===== src/rtl/icache_refill_ctrl.sv =====
// -----------------------------------------------------------------------------
// icache_refill_ctrl
//   Initiator side of the icache memory interface. It accepts one line-miss
//   request from the icache and issues a line-aligned request to the memory
//   responder. It captures the returned line and presents it back to the
//   icache with a valid/ready handshake. Only one refill is in flight at a
//   time.
//
//   Optional feature macro: ICACHE_REFILL_TIMEOUT_EN
//     When it is defined, a watchdog abandons a request that has waited
//     TimeoutCycles cycles without a memory handshake and pulses err_o.
//     When it is undefined, the controller waits indefinitely and err_o is
//     tied low.
//
//   Ports
//     clk_i, rst_i       clock, asynchronous active-high reset
//     miss_valid_i/_o    miss handshake from the icache (miss_ready_o out)
//     miss_paddr_i       miss word address
//     kill_i             abort the current refill
//     mreq_o / mrsp_i    memory request / response (mem_req_t / mem_rsp_t)
//     refill_valid_o     line handshake to the icache (refill_ready_i in)
//     refill_paddr_o     line-aligned address of the delivered line
//     refill_data_o      captured line
//     refill_cnt_o       completed refills, wrapping
//     err_o              one-cycle timeout pulse
// -----------------------------------------------------------------------------
package icache_refill_pkg;
  localparam int unsigned ICACHE_LINE_WIDTH = 128;
  localparam int unsigned PADDR_WIDTH       = 32;

  typedef struct packed {
    logic                   req;
    logic [PADDR_WIDTH-1:0] paddr;
  } mem_req_t;

  typedef struct packed {
    logic                         ready;
    logic [ICACHE_LINE_WIDTH-1:0] data;
  } mem_rsp_t;
endpackage

module icache_refill_ctrl
  import icache_refill_pkg::*;
#(
  parameter int unsigned LineWords     = ICACHE_LINE_WIDTH / 32,
  parameter int unsigned TimeoutCycles = 64
) (
  input  logic                         clk_i,
  input  logic                         rst_i,
  input  logic                         miss_valid_i,
  output logic                         miss_ready_o,
  input  logic [PADDR_WIDTH-1:0]       miss_paddr_i,
  input  logic                         kill_i,
  output mem_req_t                     mreq_o,
  input  mem_rsp_t                     mrsp_i,
  output logic                         refill_valid_o,
  input  logic                         refill_ready_i,
  output logic [PADDR_WIDTH-1:0]       refill_paddr_o,
  output logic [ICACHE_LINE_WIDTH-1:0] refill_data_o,
  output logic [31:0]                  refill_cnt_o,
  output logic                         err_o
);

  // Clears the word-offset bits so the request always names a whole line.
  localparam logic [PADDR_WIDTH-1:0] LineMask = ~(PADDR_WIDTH'(LineWords - 32'd1));

  // Reject configurations the address masking cannot represent.
  if ((LineWords == 32'd0) || ((LineWords & (LineWords - 32'd1)) != 32'd0) ||
      ((LineWords * 32'd32) > ICACHE_LINE_WIDTH) || (TimeoutCycles == 32'd0)) begin : g_cfg_bad
    $error("icache_refill_ctrl: LineWords must be a power of two fitting the line, TimeoutCycles > 0");
  end

  typedef enum logic [1:0] {
    ST_IDLE    = 2'd0,
    ST_REQ     = 2'd1,
    ST_DELIVER = 2'd2
  } state_e;

  state_e                       state_r;
  state_e                       state_next_s;
  logic [PADDR_WIDTH-1:0]       line_paddr_r;
  logic [ICACHE_LINE_WIDTH-1:0] line_data_r;
  logic [31:0]                  refill_cnt_r;
  logic                         miss_ready_s;
  logic                         req_s;
  logic                         refill_valid_s;
  logic                         accept_s;
  logic                         capture_s;
  logic                         deliver_s;
  logic                         timeout_s;

  // Handshake decodes; kill_i blocks every one of them.
  assign accept_s  = (state_r == ST_IDLE)    && miss_valid_i   && !kill_i;
  assign capture_s = (state_r == ST_REQ)     && mrsp_i.ready   && !kill_i;
  assign deliver_s = (state_r == ST_DELIVER) && refill_ready_i && !kill_i;

`ifdef ICACHE_REFILL_TIMEOUT_EN
  localparam int unsigned         ToWidth = $clog2(TimeoutCycles + 1);
  localparam logic [ToWidth-1:0]  ToLast  = ToWidth'(TimeoutCycles - 32'd1);

  logic [ToWidth-1:0] to_cnt_r;
  logic               err_r;

  // The limit is hit on the cycle whose stall would make the count reach
  // TimeoutCycles; a ready in that same cycle takes priority.
  assign timeout_s = (state_r == ST_REQ) && !mrsp_i.ready && !kill_i && (to_cnt_r == ToLast);

  // Watchdog: cleared when a miss is accepted, counts stalled REQ cycles.
  always_ff @(posedge clk_i or posedge rst_i) begin
    if (rst_i) begin
      to_cnt_r <= '0;
    end else if (accept_s) begin
      to_cnt_r <= '0;
    end else if ((state_r == ST_REQ) && !mrsp_i.ready) begin
      to_cnt_r <= to_cnt_r + ToWidth'(1);
    end else begin
      to_cnt_r <= to_cnt_r;
    end
  end

  // Error pulse, registered one cycle after the abandoned request.
  always_ff @(posedge clk_i or posedge rst_i) begin
    if (rst_i) begin
      err_r <= 1'b0;
    end else begin
      err_r <= timeout_s;
    end
  end

  assign err_o = err_r;
`else
  assign timeout_s = 1'b0;
  assign err_o     = 1'b0;
`endif

  // State register.
  always_ff @(posedge clk_i or posedge rst_i) begin
    if (rst_i) begin
      state_r <= ST_IDLE;
    end else begin
      state_r <= state_next_s;
    end
  end

  // Next-state logic; kill and timeout take precedence over the memory handshake.
  always_comb begin
    state_next_s = state_r;
    case (state_r)
      ST_IDLE: begin
        if (accept_s) begin
          state_next_s = ST_REQ;
        end else begin
          state_next_s = ST_IDLE;
        end
      end
      ST_REQ: begin
        if (kill_i || timeout_s) begin
          state_next_s = ST_IDLE;
        end else if (mrsp_i.ready) begin
          state_next_s = ST_DELIVER;
        end else begin
          state_next_s = ST_REQ;
        end
      end
      ST_DELIVER: begin
        if (kill_i || refill_ready_i) begin
          state_next_s = ST_IDLE;
        end else begin
          state_next_s = ST_DELIVER;
        end
      end
      default: begin
        state_next_s = ST_IDLE;
      end
    endcase
  end

  // Output decode from state; miss_ready is withheld during a kill.
  always_comb begin
    miss_ready_s   = 1'b0;
    req_s          = 1'b0;
    refill_valid_s = 1'b0;
    case (state_r)
      ST_IDLE: begin
        if (kill_i) begin
          miss_ready_s = 1'b0;
        end else begin
          miss_ready_s = 1'b1;
        end
      end
      ST_REQ: begin
        req_s = 1'b1;
      end
      ST_DELIVER: begin
        refill_valid_s = 1'b1;
      end
      default: begin
        miss_ready_s   = 1'b0;
        req_s          = 1'b0;
        refill_valid_s = 1'b0;
      end
    endcase
  end

  // Line address latch; serves both the memory request and the delivery.
  always_ff @(posedge clk_i or posedge rst_i) begin
    if (rst_i) begin
      line_paddr_r <= '0;
    end else if (accept_s) begin
      line_paddr_r <= miss_paddr_i & LineMask;
    end else begin
      line_paddr_r <= line_paddr_r;
    end
  end

  // Line buffer; a response arriving with kill is dropped.
  always_ff @(posedge clk_i or posedge rst_i) begin
    if (rst_i) begin
      line_data_r <= '0;
    end else if (capture_s) begin
      line_data_r <= mrsp_i.data;
    end else begin
      line_data_r <= line_data_r;
    end
  end

  // Completed-refill counter, wrapping naturally at 32 bits.
  always_ff @(posedge clk_i or posedge rst_i) begin
    if (rst_i) begin
      refill_cnt_r <= 32'd0;
    end else if (deliver_s) begin
      refill_cnt_r <= refill_cnt_r + 32'd1;
    end else begin
      refill_cnt_r <= refill_cnt_r;
    end
  end

  assign miss_ready_o   = miss_ready_s;
  assign mreq_o         = '{req: req_s, paddr: line_paddr_r};
  assign refill_valid_o = refill_valid_s;
  assign refill_paddr_o = line_paddr_r;
  assign refill_data_o  = line_data_r;
  assign refill_cnt_o   = refill_cnt_r;

endmodule

===== config.mk =====
export PLATFORM = sky130hd
export DESIGN_NAME = icache_refill_ctrl
export DESIGN_NICKNAME = d
export VERILOG_FILES = /design/src/rtl/icache_refill_ctrl.sv
export SDC_FILE = /design/constraint.sdc
export NUM_CORES = 1
export LEC_CHECK = 0
export ABC_AREA = 1
export BUFFER_PORTS_ARGS = -buffer_cell sky130_fd_sc_hd__clkbuf_2
export CAP_MARGIN = 10
export CELL_PAD_IN_SITES_DETAIL_PLACEMENT = 1
export CELL_PAD_IN_SITES_GLOBAL_PLACEMENT = 2
export CORE_UTILIZATION = 28
export CTS_BUF_LIST = sky130_fd_sc_hd__clkbuf_4 sky130_fd_sc_hd__clkbuf_8 sky130_fd_sc_hd__clkbuf_16
export DETAILED_ROUTE_END_ITERATION = 7
export HOLD_SLACK_MARGIN = 0.1
export PLACE_DENSITY = 0.79
export SLEW_MARGIN = 25
export SYNTH_ARGS = -nofsm -noshare
export SYNTH_HDL_FRONTEND = slang
export SYNTH_SLANG_ARGS = --single-unit

===== constraint.sdc =====
create_clock -name clk_i -period 6.65 [get_ports clk_i]
set_clock_uncertainty 0.15 [all_clocks]
set_input_delay 0.665 -clock clk_i [delete_from_list [all_inputs] [get_ports clk_i]]
set_output_delay 0.665 -clock clk_i [all_outputs]
set_load 0.01 [all_outputs]

* After elaboration in Yosys (flattened, before gate mapping)
Index checks and enable logic that the tools add are counted.
** Word-level totals
- Input bits :: 166
- Register bits after elaboration :: 192
** Operators by class
- Mux-type cells :: 9
- Reductions and logical operators :: 9
- Eq/ne operators :: 2
- Add/sub/neg operators :: 1
** Operators with widths (number)
- 32-bit by 1-bit adder with 32-bit output (second input constant) :: 1
- 1-bit logical AND :: 6
- 2-bit two-way mux :: 3
- 2-bit one-hot mux with 3 select lines :: 1
- 1-bit two-way mux :: 5
- 2-bit by 1-bit == test with 1-bit output (second input constant) :: 1
- 2-bit == test (second input constant) :: 1
- 2-bit logical NOT :: 1
- 1-bit logical NOT :: 1
- 1-bit logical OR :: 1

* Longest topological paths before layout
Gate-level depths: netlist of run 1.
- Word-level depth :: 5
- Mapped depth :: 9
- Depth with buffers taken out :: 9

* Worst setup path before layout of run 1
Ideal clock, no wire load.
- Kind :: input port to output port
- Start :: input port kill_i
- End :: output port miss_ready_o
- Arrival :: 1.238 ns
- Slack :: 4.597 ns
- Stages :: 4
- Cell sequence :: nor2_1 > inv_1 > nor2_1 > buf_2
** On the way
- Word-level cells in the longest chain between the ends :: 2
** Ends and longest elaborated chain
- start: declaration :: line 53 : input logic kill_i,
- 1-bit two-way mux :: line 185 : if (kill_i) begin
- 1-bit two-way mux :: line 183 : case (state_r)
- end: declaration :: line 51 : output logic miss_ready_o,
No other way between the ends.

* Worst setup path in the final report of run 1
- Start :: register state_r[1]
- End :: output port miss_ready_o
** On the way
- Word-level cells in the longest chain between the ends :: 2
** Ends and longest elaborated chain
- start: declaration :: line 79 : state_e state_r;
- start signal: assignment :: line 141 : state_r <= state_next_s;
- 2-bit logical NOT :: line 183
- 1-bit two-way mux :: line 183
No other way between the ends.

==> metrics.md, run 1 <==
| Metric | Value |
|---|---|
| Count of nets left with antenna violations after detail routing | 0 |
| Mean Syn Cell Area | 11.7 um^2 |
| Number of DRC markers in iteration 0 | 297 |
| Data required time of the worst path | approximately 5800 ps |
| Final net count | approximately 1200 |
| Instance count of the mapped netlist | approximately 690 |
| CTS Buffer Depth | 2 |
| Initial core utilization | ~29% |
| Worst path arrival time | roughly 2300 ps |
| Final min period | between 3000 and 4000 ps |
| Summed instance area of the synthesized netlist | about 8100 um^2 |
| Run status | finished, final reports clean |
| Count of buffers inserted at the top-level ports | approximately 390 |
| Number of clock buffers inserted by TritonCTS | 17 |
| Count of final max-slew check failures | 0 |
| Non-filler cells, final | approximately 1400 |
| CTS sink count | 192 |
| Total of max-cap violations | 0 |
| Detailed-route wire length per cell | approximately 17 um |
| Share of layout cells above drive strength 1 | 52.8% |
| Number of setup violations in the final report | 0 |
| Number of vias in the routed layout | roughly 6200 |
| Latest clock arrival within the worst-skew pair | 440 ps |
| DP Wirelength | 18.1 mm |
| Die W | 172 um |
| Core area | between 20000 and 30000 um^2 |
| Synth warnings | 0 |
| Startpoint type of the worst setup path | register |
| Proportion of register bits with asynchronous set or reset after synthesis | 100% |
| Worst Hold Slack | 141 ps |
| Top_reg_cell synth | dfrtp_1 |
| Clock-pin slew reported for the worst setup and hold paths after clock tree synthesis | 80 ps |
| Via count of the first global-routing pass | approximately 6300 |
| Post-CTS Hold Buffers | 0 |
| Class of the worst hold path | primary input to async pin |
| Final Hold Viols | 0 |
| CTS HTree Levels | 4 |
| Number of placement rows | 61 |
| Critical path class | register to output pin |
| Layout-stage area growth over the synthesis result | 32.2% |
| Simple-gate share of the synthesized area | a little over an eighth |
| Pwr dens | between 300 and 400 nW/um^2 |
| Antenna violations before repair | 0 |
| Number of unique standard cell types used by synthesis | 21 |
| Buffer count from post-CTS setup fixing | 0 |
| Biggest fanout along the worst timing path | 19 |
| Most used cells in the layout excluding fill and tap cells | clkbuf_2, dfrtp_1, nand2_1, mux2_2, nor2_1 |
| Capturing element type of the critical path | output pin |
| Clk root buf | clkbuf_16 |
| Utilization after layout | 38.0% |
| Compound-gate portion of the synthesized area | 0.279% |
| Commonest non-fill, non-tap cell in the layout | clkbuf_2 |
| Final Wtd Congestion | ~0.75 |
| Number of instances resized during post-cts repair | 0 |
| Largest net degree at the start of global routing | 79 |
| Leak | 5.63 nW |
| CTS tree | done |
| Adder-cell area share of the yosys netlist | less than 1% |
| Fraction of synthesized area in multiplexers | 17.9% |
| Number of optimization iterations in the first detailed-route pass | 4 |
| Sequential element share of the synthesized area | 59.6% |
| Setup TNS | 0 ps |
| Die area | slightly below 30000 um^2 |
| Max Clk Rate | ~0.32 GHz |
| Total grt overflow | 0 |
| Overall die height | 172 um |
| Cell count after placement | between 1000 and 1500 |
| Count of state elements after synthesis | ~190 |
| All-layer global routing usage | between 10% and 20% |
| RSZ-0062 raised after global routing | no |
| Detailed Route WL | roughly 24 mm |
| First-pass GRT wire length | between 30 and 40 mm |
| Via density per instance | approximately 4.3 |
| Largest voltage drop on the vdd net | about 0.00015 V |
| Transition at the pin with the smallest max-transition slack | around 960 ps |
| Post-synthesis xor/xnor area fraction | ~2% |
| I/O Pins | between 300 and 400 |
| Worst slew margin relative to its limit | between 30% and 40% |
| Worst Setup SP | state_r[1] |
| Number of synthesized flops with an enable pin | 0 |
| Reg-to-reg critical path startpoint | state_r[0] |
| Share of the cycle needed by the critical path after routing | between 40% and 50% |
| Post-route DRC violation count | 0 |
| Largest family of logic cells by synthesized area | multiplexers |
-- final cells by class --
cell class | count | area [um^2]
diodes | 1 | 2.50
clock buffers | 17 | 425
clock inverters | 15 | 144
fillers | 3253 | 17400
inverters | 29 | 116
multi-input cells | 410 | 2730
flip-flops and latches | 192 | 4800
well taps | 378 | 473
repair buffers | 391 | 1970
-- final timing paths --
path / end / slack [ps] / depth (start not counted)
worst max-delay path: miss_ready_o / 3500 / 5
worst min-delay path: refill_data_o[38] / 140 / 2
worst max register to register: refill_data_o[99] / 3770 / 5
worst min register to register: refill_data_o[89] / 360 / 1
max in group asynchronous: refill_data_o[67] / 5000 / 3
min in group clk_i: state_r[1] / 290 / 2
-- flip-flops by register name, summed over array words and instances (netlist names) --
register        count
refill_paddr_o     30
refill_data_o     128
refill_cnt_o       32
state_r             2
-- synth_stat cells, drive strengths merged (2+ instances only) --
cell type | number | share of area (%)
dfrtp | 192 | 60
nand2 | 150 | 7.0
mux2 | 128 | 18
buf | 54 | 5.4
nor2 | 48 | 2.3
nand3 | 40 | 2.5
inv | 29 | 1.3
xor2 | 10 | 1.1
nand3b | 9 | 0.84
xnor2 | 8 | 0.87
clkbuf | 6 | 0.28
nand4 | 5 | 0.39
o21ai | 3 | 0.19
nor3 | 2 | 0.12
-- worst max-delay path: stages (launching register included) --
cell and delay, ps:
dfrtp_1 410, nor2_1 220, inv_1 100, nor2_2 650, buf_4 330, clkbuf_2 170
-- report_power, final --
group          switching, mW  internal (mW)  total [mW]
logic                  0.455          0.429       0.885
clock network          0.504          0.529        1.03
registers              0.155           1.44        1.59
total                   1.11           2.40        3.51
-- cells by family after synthesis --
logic type | count (synthesis)
AOI/OAI and AO/OA | 4
muxes | 128
and+or+nand+nor | 254
adders and majority gates | 1
xor gates and xnor gates | 18
buffers and inverters | 89
other | 1
DFF | 192
-- metal layers --
layer / share of wire (%) / GRT usage [%] / wire (um)
met5: 0 / 0 / 0
met3: 6.4 / 4.30 / 1510
met4: 1.8 / 5.86 / 429
met1: 41 / 19.2 / 9710
met2: 51 / 27.9 / 12000
-- per-stage QoR --
step	worst slack (ps)	cell area [um^2]	total power, mW
floorplan	608	8080	2.09
global placement	3380	10100	2.49
detailed placement	3340	10100	2.52
CTS	3460	10700	3.58
global route	3310	10700	3.72
finish	3500	10700	3.51
Power figures use the tool's default switching activity.
==> inputs of run 2 (changes only) <==
--- a/config.mk
+++ b/config.mk
@@ -5,16 +5,16 @@
 export SDC_FILE = /design/constraint.sdc
 export NUM_CORES = 1
 export LEC_CHECK = 0
-export ABC_AREA = 1
+export ABC_AREA = 0
 export BUFFER_PORTS_ARGS = -buffer_cell sky130_fd_sc_hd__clkbuf_2
 export CAP_MARGIN = 10
 export CELL_PAD_IN_SITES_DETAIL_PLACEMENT = 1
 export CELL_PAD_IN_SITES_GLOBAL_PLACEMENT = 2
-export CORE_UTILIZATION = 28
+export CORE_UTILIZATION = 26
 export CTS_BUF_LIST = sky130_fd_sc_hd__clkbuf_4 sky130_fd_sc_hd__clkbuf_8 sky130_fd_sc_hd__clkbuf_16
 export DETAILED_ROUTE_END_ITERATION = 7
 export HOLD_SLACK_MARGIN = 0.1
-export PLACE_DENSITY = 0.79
+export PLACE_DENSITY = 0.75
 export SLEW_MARGIN = 25
 export SYNTH_ARGS = -nofsm -noshare
 export SYNTH_HDL_FRONTEND = slang
==> constraint.sdc (replaced) <==
create_clock -name clk_i -period 2.6 [get_ports clk_i]
set_clock_uncertainty 0.15 [all_clocks]
set_input_delay 0.26 -clock clk_i [delete_from_list [all_inputs] [get_ports clk_i]]
set_output_delay 0.26 -clock clk_i [all_outputs]
set_load 0.01 [all_outputs]
==> run 2 against run 1 <==
Non-clock buffer count grew 171. Utilization rose by 4.0 points. Worst setup slack worse by 3000 ps. Worst hold slack improved by 170 ps. Register-to-register slack worse by 3300 ps. Largest cell class unchanged.
==> metrics.md, run 2 <==
| Metric | Value |
|---|---|
| Detailed-route wire length per cell | 17.4 um (was 16.5 um) |
| Detailed Route WL | 25.0 mm (was 23.7 mm) |
| Clock-pin slew reported for the worst setup and hold paths after clock tree synthesis | 70 ps (was 80 ps) |
| Share of layout cells above drive strength 1 | 56.8% (was 52.8%) |
| Sequential element share of the synthesized area | 62.2% (was 59.6%) |
| Fin area | 12100 um^2 (was 10700 um^2) |
| Share of the cycle needed by the critical path after routing | between 80% and 90% |
| Post-route DRC violation count | 0 (unchanged) |
| Instance count of the mapped netlist | 513 (was 687) |
| Count of buffers inserted at the top-level ports | 386 (unchanged) |
| Antenna violations before repair | 1 (was 0) |
| CTS sink count | 192 (unchanged) |
| Number of placement rows | 62 (was 61) |
| Total grt overflow | 0 (unchanged) |
| First-pass GRT wire length | 39.5 mm (was 36.0 mm) |
| Biggest fanout along the worst timing path | 10 (was 19) |
| Top_reg_cell synth | dfrtp_1 (unchanged) |
| Largest voltage drop on the vdd net | 0.000319 V (was 0.000153 V) |
| Layout-stage area growth over the synthesis result | 57.3% (was 32.2%) |
| CTS Buffer Depth | 2 (unchanged) |
| Via count of the first global-routing pass | 6814 (was 6268) |
| Worst path arrival time | 2270 ps (was 2340 ps) |
| I/O Pins | 394 (unchanged) |
| Top-count cell post-synth | dfrtp_1 (unchanged) |
| Final min period | 2110 ps |
| Setup slack of the worst register-to-register path | 490 ps (was 3770 ps) |
| Die W | 174 um (was 172 um) |
| Number of setup violations in the final report | 0 (unchanged) |
| M1 wire length | 9.50 mm (was 9.71 mm) |
| Top metal layer carrying routed signals | met4 (unchanged) |
| Die area | 30400 um^2 (was 29500 um^2) |
| Area share of the largest cell type after synthesis | 62.2% (was 59.6%) |
| Last element of the critical path | refill_cnt_o[11] (was miss_ready_o) |
| Transition at the pin with the smallest max-transition slack | 618 ps (was 962 ps) |
| Worst Setup SP | state_r[0] (was state_r[1]) |
| Commonest non-fill, non-tap cell in the layout | clkbuf_2 (unchanged) |
| Mean Syn Cell Area | 15.1 um^2 (was 11.7 um^2) |
| Proportion of register bits with asynchronous set or reset after synthesis | 100% (unchanged) |
| Area contributors post-synth | dfrtp_1, mux2_2, buf_4 (was dfrtp_1, mux2_2, nand2_1) |
| Pwr dens | 765 nW/um^2 (was 330 nW/um^2) |
| Flip-flop count of the largest register, all copies and words added | 128 (unchanged) |
| Placement-stage cell area | 9930 um^2 (was 10100 um^2) |
| Number of DRC markers in iteration 0 | 153 (was 297) |
| DP Wirelength | 16.6 mm (was 18.1 mm) |
| Cell types with the highest counts after synthesis | dfrtp_1, mux2_2, buf_4, xnor2_1, buf_2 (was dfrtp_1, nand2_1, mux2_2, nor2_1, nand3_1) |
| Cell count after placement | 1243 (was 1400) |
| Number of instances resized during post-cts repair | 0 (unchanged) |
| Via density per instance | 4.24 (was 4.31) |
| Capturing element type of the critical path | register (was output pin) |
| Reg-to-reg critical path startpoint | state_r[0] (unchanged) |
| Critical path class | register to register (was register to output pin) |
| CTS HTree Levels | 4 (unchanged) |
| Met3 wirelength from detailed routing | 1.22 mm (was 1.51 mm) |
| Worst Hold Slack | 307 ps (was 141 ps) |
| Data required time of the worst path | 2760 ps (was 5830 ps) |
| R2r endpoint | refill_cnt_o[11] (was refill_data_o[99]) |
| Latest clock arrival within the worst-skew pair | 430 ps (was 440 ps) |
| Class of the worst hold path | primary input to async pin (unchanged) |
| Cell count of the worst reg-to-reg path | 5 (unchanged) |
| Count of state elements after synthesis | 192 (unchanged) |
| Met2 wire len | 13.7 mm (was 12.0 mm) |
| CTS tree | done (unchanged) |
| Count of nets left with antenna violations after detail routing | 0 (unchanged) |
| Number of vias in the routed layout | 6102 (was 6173) |
| Largest net degree at the start of global routing | 67 (was 79) |
| Synth warnings | 0 (unchanged) |
| Number of optimization iterations in the first detailed-route pass | 4 (unchanged) |
| Initial core utilization | 26.7% (was 28.7%) |
| Number of synthesized flops with an enable pin | 0 (unchanged) |
| Final Hold Viols | 0 (unchanged) |
| Final net count | 1208 (unchanged) |
| Most used cells in the layout excluding fill and tap cells | clkbuf_2, dfrtp_1, dlygate4sd3_1, mux2_2, xnor2_1 (was clkbuf_2, dfrtp_1, nand2_1, mux2_2, nor2_1) |
| Leak | 5.94 nW (was 5.63 nW) |
| Final Wtd Congestion | 0.745 (was 0.755) |
| Least setup slack across all paths after layout | 491 ps (was 3500 ps) |
| Non-filler cells, final | 1438 (was 1433) |
| Core area | 28900 um^2 (was 28100 um^2) |
| Run status | finished, final reports clean (unchanged) |
| Startpoint type of the worst setup path | register (unchanged) |
| Number of unique standard cell types used by synthesis | 27 (was 21) |
| Post-placement setup slack | 462 ps (was 3340 ps) |
| Setup TNS | 0 ps (unchanged) |
| All-layer global routing usage | 16.8% (was 16.2%) |
| Total of max-cap violations | 0 (unchanged) |
| Max Clk Rate | between 0.4 and 0.5 GHz |
| Overall die height | 174 um (was 172 um) |
| Summed instance area of the synthesized netlist | 7720 um^2 (was 8070 um^2) |
| Count of final max-slew check failures | 0 (unchanged) |
| Clk root buf | clkbuf_16 (unchanged) |
| Number of clock buffers inserted by TritonCTS | 17 (unchanged) |
| Library cell occupying the most area in the post-synthesis netlist | dfrtp_1 (unchanged) |
| Worst slew margin relative to its limit | 58.7% (was 35.9%) |
| RSZ-0062 raised after global routing | no (unchanged) |
-- run 2: changes by cell type in the layout (fill, tap and decap cells not counted), sizes merged, moves of 9 or more --
cell | previous run | this run
dlygate4sd3 | 0 | 163
nand2 | 150 | 10
nor2 | 48 | 6
inv | 38 | 6
mux2 | 128 | 159
nand3 | 40 | 10
xnor2 | 8 | 28
nand4 | 5 | 17
nand3b | 9 | 0
-- run 2: worst min path at each step --
stage,from,endpoint,slack (ps),depth (start not counted)
after CTS,rst_i,refill_data_o[25],280,3
after global placement,rst_i,refill_data_o[96],230,2
after floorplan,mrsp_i[0],refill_data_o[0],260,1
after global routing,rst_i,refill_data_o[64],330,3
final,rst_i,refill_data_o[64],310,3
after detailed placement,rst_i,refill_data_o[25],210,2
-- run 2: stage by stage --
stage	power (mW)	utilization [%]
finish	9.29	42.0
global placement	6.42	34.3
global route	9.79	42.0
floorplan	5.38	-
CTS	9.39	42.0
detailed placement	6.51	34.3
-- run 2: what timing repair did --
item | 4_1_cts | 5_1_grt
buffers inserted | 0 | 0
hold endpoints to repair | 182 | 0
hold buffers | 163 | 0
-- run 2: worst max-delay path, stage by stage (launching register included) --
cell and delay, ps:
dfrtp_1 440, and4bb_2 420, and4_1 480, buf_4 230
nand4_1 120, xnor2_1 140
-- run 2: metal layers --
metal | up-vias | track usage, %
met3 | 39 | 3.54
met1 | 3057 | 18.8
li1 | 2793 | -
met2 | 213 | 31.0
met4 | 0 | 6.58
met5 | - | 0
-- run 2: area by class of cell --
cell class | instances | area [um^2]
repair buffers | 562 | 3720
inverters | 4 | 18.8
multi-input cells | 264 | 2540
well taps | 384 | 480
flip-flops and latches | 192 | 4800
diodes | 1 | 2.50
clock buffers | 21 | 474
clock inverters | 10 | 101
fillers | 3184 | 16800
-- run 2: cells by family (layout without fill, tap and decap cells) --
group	count (synthesis)	count (layout)	share of synthesized area, %
adder cells (fa/ha/maj)	1	1	0.162
XOR/XNOR	31	31	3.52
AND/OR/NAND/NOR	66	66	5.41
flip-flops	192	192	62.2
buffers and inverters	61	597	5.25
AO/OA/AOI/OAI	2	2	0.195
other	1	6	0.0486
multiplexers	159	159	23.2
-- run 2: where the power goes --
part	total [mW]	leakage, nW	internal (mW)	switching [mW]
Clock	2.60	0.276	1.42	1.18
Combinational	2.55	3.29	1.32	1.23
Sequential	4.14	2.37	3.70	0.445
Total	9.29	5.94	6.43	2.85
==> inputs of run 3 (changes only) <==
==> constraint.sdc (replaced) <==
create_clock -name clk_i -period 1.9 [get_ports clk_i]
set_clock_uncertainty 0.15 [all_clocks]
set_input_delay 0.19 -clock clk_i [delete_from_list [all_inputs] [get_ports clk_i]]
set_output_delay 0.19 -clock clk_i [all_outputs]
set_load 0.01 [all_outputs]
==> run 3 against run 2 <==
Final area rose by 2.4%. Maximum frequency rose by 19%. Sequential share of layout area fell by 0.92 points. Die area did not move. Sequential power rose by 36%. Final cell count rose by 1.7%. Combinational power rose by 39%. Via count rose by 2.6%. Clock power rose by 39%. Highest routed layer unchanged. Critical endpoint is now refill_paddr_o[16]. Routed wire length fell by 0.34%.
==> metrics.md, run 3 (synthesized netlist as in run 2, its figures left out) <==
| Metric | Value |
|---|---|
| Number of optimization iterations in the first detailed-route pass | 5 (was 4) |
| Number of vias in the routed layout | 6261 (was 6102) |
| CTS tree | done (unchanged) |
| Count of nets left with antenna violations after detail routing | 0 (unchanged) |
| Count of buffers inserted at the top-level ports | 386 (unchanged) |
| Initial core utilization | 26.7% (unchanged) |
| Number of placement rows | 62 (unchanged) |
| Utilization after layout | 43.0% (was 42.0%) |
| Relative contribution of sequential cells to total power | 44.1% (was 44.6%) |
| R2r endpoint | refill_paddr_o[16] (was refill_cnt_o[11]) |
| Largest net degree at the start of global routing | 65 (was 67) |
| Core area | 28900 um^2 (unchanged) |
| Startpoint type of the worst setup path | register (unchanged) |
| Biggest fanout along the worst timing path | 30 (was 10) |
| Worst Hold Slack | 270 ps (was 307 ps) |
| Setup slack of the worst register-to-register path | 130 ps (was 490 ps) |
| Commonest non-fill, non-tap cell in the layout | clkbuf_2 (unchanged) |
| Critical path class | register to register (unchanged) |
| Internal Pwr Total | 8.86 mW (was 6.43 mW) |
| Total grt overflow | 0 (unchanged) |
| Overall die height | 174 um (unchanged) |
| Number of DRC markers in iteration 0 | 130 (was 153) |
| Pwr dens | 1030 nW/um^2 (was 765 nW/um^2) |
| Run status | finished, final reports clean (unchanged) |
| RSZ-0062 raised after global routing | no (unchanged) |
| Cell count of the worst reg-to-reg path | 5 (unchanged) |
| CTS Buffer Depth | 2 (unchanged) |
| Post-layout total power | 12.8 mW (was 9.29 mW) |
| Detailed-route wire length per cell | 17.0 um (was 17.4 um) |
| Share of layout cells above drive strength 1 | 57.8% (was 56.8%) |
| Most used cells in the layout excluding fill and tap cells | clkbuf_2, dfrtp_1, dlygate4sd3_1, mux2_2, xnor2_1 (unchanged) |
| Clock-pin slew reported for the worst setup and hold paths after clock tree synthesis | 70 ps (about the same) |
| Worst path arrival time | 1930 ps (was 2270 ps) |
| All-layer global routing usage | 16.9% (was 16.8%) |
| Class of the worst hold path | primary input to register (was primary input to async pin) |
| Detailed Route WL | 24.9 mm (was 25.0 mm) |
| Total of max-cap violations | 0 (unchanged) |
| Clk root buf | clkbuf_16 (unchanged) |
| Worst Setup SP | state_r[0] (unchanged) |
| CTS HTree Levels | 4 (unchanged) |
| Reg-to-reg critical path startpoint | state_r[0] (unchanged) |
| Via count of the first global-routing pass | 7060 (was 6814) |
| Data required time of the worst path | 2060 ps (was 2760 ps) |
| First-pass GRT wire length | 40.1 mm (was 39.5 mm) |
| Count of final max-slew check failures | 0 (unchanged) |
| Capturing element type of the critical path | register (unchanged) |
| Number of instances resized during post-cts repair | 0 (unchanged) |
| Comb pwr share | 27.6% (was 27.4%) |
| Leak | 6.10 nW (was 5.94 nW) |
| Flip-flop count of the largest register, all copies and words added | 128 (unchanged) |
| Post-route DRC violation count | 0 (unchanged) |
| Final Hold Viols | 0 (unchanged) |
| Switching power summed over all nets | 3.95 mW (was 2.85 mW) |
| Die area | 30400 um^2 (unchanged) |
| Number of setup violations in the final report | 0 (unchanged) |
| Sw Ratio | 30.8% (was 30.7%) |
| Share of the cycle needed by the critical path after routing | 93.1% (was 81.1%) |
| DP Wirelength | 17.1 mm (was 16.6 mm) |
| Clk network pwr share | 28.3% (was 28.0%) |
| Max Clk Rate | 0.566 GHz (was 0.474 GHz) |
| Die W | 174 um (unchanged) |
| Antenna violations before repair | 1 (unchanged) |
| Last element of the critical path | refill_paddr_o[16] (was refill_cnt_o[11]) |
| Fin area | 12400 um^2 (was 12100 um^2) |
| I/O Pins | 394 (unchanged) |
| Final net count | 1234 (was 1208) |
| Final Wtd Congestion | 0.754 (was 0.745) |
| Largest voltage drop on the vdd net | 0.000503 V (was 0.000319 V) |
| Placement-stage cell area | 10200 um^2 (was 9930 um^2) |
| Final min period | 1770 ps (was 2110 ps) |
| Latest clock arrival within the worst-skew pair | 430 ps (about the same) |
| Layout-stage area growth over the synthesis result | 61.0% (was 57.3%) |
| Via density per instance | 4.28 (was 4.24) |
| Number of clock buffers inserted by TritonCTS | 17 (unchanged) |
| CTS sink count | 192 (unchanged) |
-- run 3: worst min path at each step --
| stage | start | end | cells after the start |
|---|---|---|---|
| 6_report | miss_valid_i | refill_paddr_o[27] | 5 |
| 5_1_grt | miss_valid_i | refill_paddr_o[28] | 5 |
| 4_1_cts | miss_valid_i | refill_paddr_o[23] | 5 |
| 3_5_place_dp | rst_i | refill_data_o[57] | 3 |
| 3_3_place_gp | rst_i | refill_data_o[57] | 3 |
| 2_1_floorplan | mrsp_i[0] | refill_data_o[0] | 1 |
-- run 3: final cells by class --
class                           instances  area [um^2]
Timing Repair Buffer                  588         4020
Clock buffer                           18          433
Inverter                                4         18.8
Antenna cell                            1         2.50
Multi-Input combinational cell        264         2540
Tap cell                              384          480
Fill cell                            3140        16500
Clock inverter                         12          135
Sequential cell                       192         4800
-- run 3: critical path, cell delays in order (launching register included) --
cell and delay [ps]:
dfrtp_1 390, buf_4 160, nand2b_1 160, nor3_2 180
buf_12 230, mux2_2 360
-- run 3: power groups by stage --
stage	Sequential (mW)	Combinational [mW]	Clock, mW
finish	5.64	3.54	3.62
global route	5.79	3.79	3.90
CTS	5.63	3.53	3.76
detailed placement	5.71	3.25	0
global placement	5.64	3.19	0
floorplan	6.10	1.27	0
-- run 3: through the flow --
stage	instances	worst slack, ps	setup TNS [ps]
6_report	1463	132	0
5_1_grt	1463	43.1	0
4_1_cts	1460	61.4	0
3_5_place_dp	1267	75.9	0
3_3_place_gp	1267	113	0
2_1_floorplan	517	-916	-175960
-- run 3: metal layers --
metal,track usage (%),wire length [um],vias to the layer above,part of all wire [%]
met3,4.05,1320,50,5.3
met1,18.6,9580,3132,38
met5,0,0,-,0
met4,7.35,841,0,3.4
met2,30.6,13200,222,53
li1,-,-,2857,-
-- run 3: repair_timing --
action | in CTS | in global routing
endpoints found under the setup margin | 0 | 4
buffers inserted | 0 | 2
hold buffers | 163 | 0
hold endpoints to repair | 352 | 0
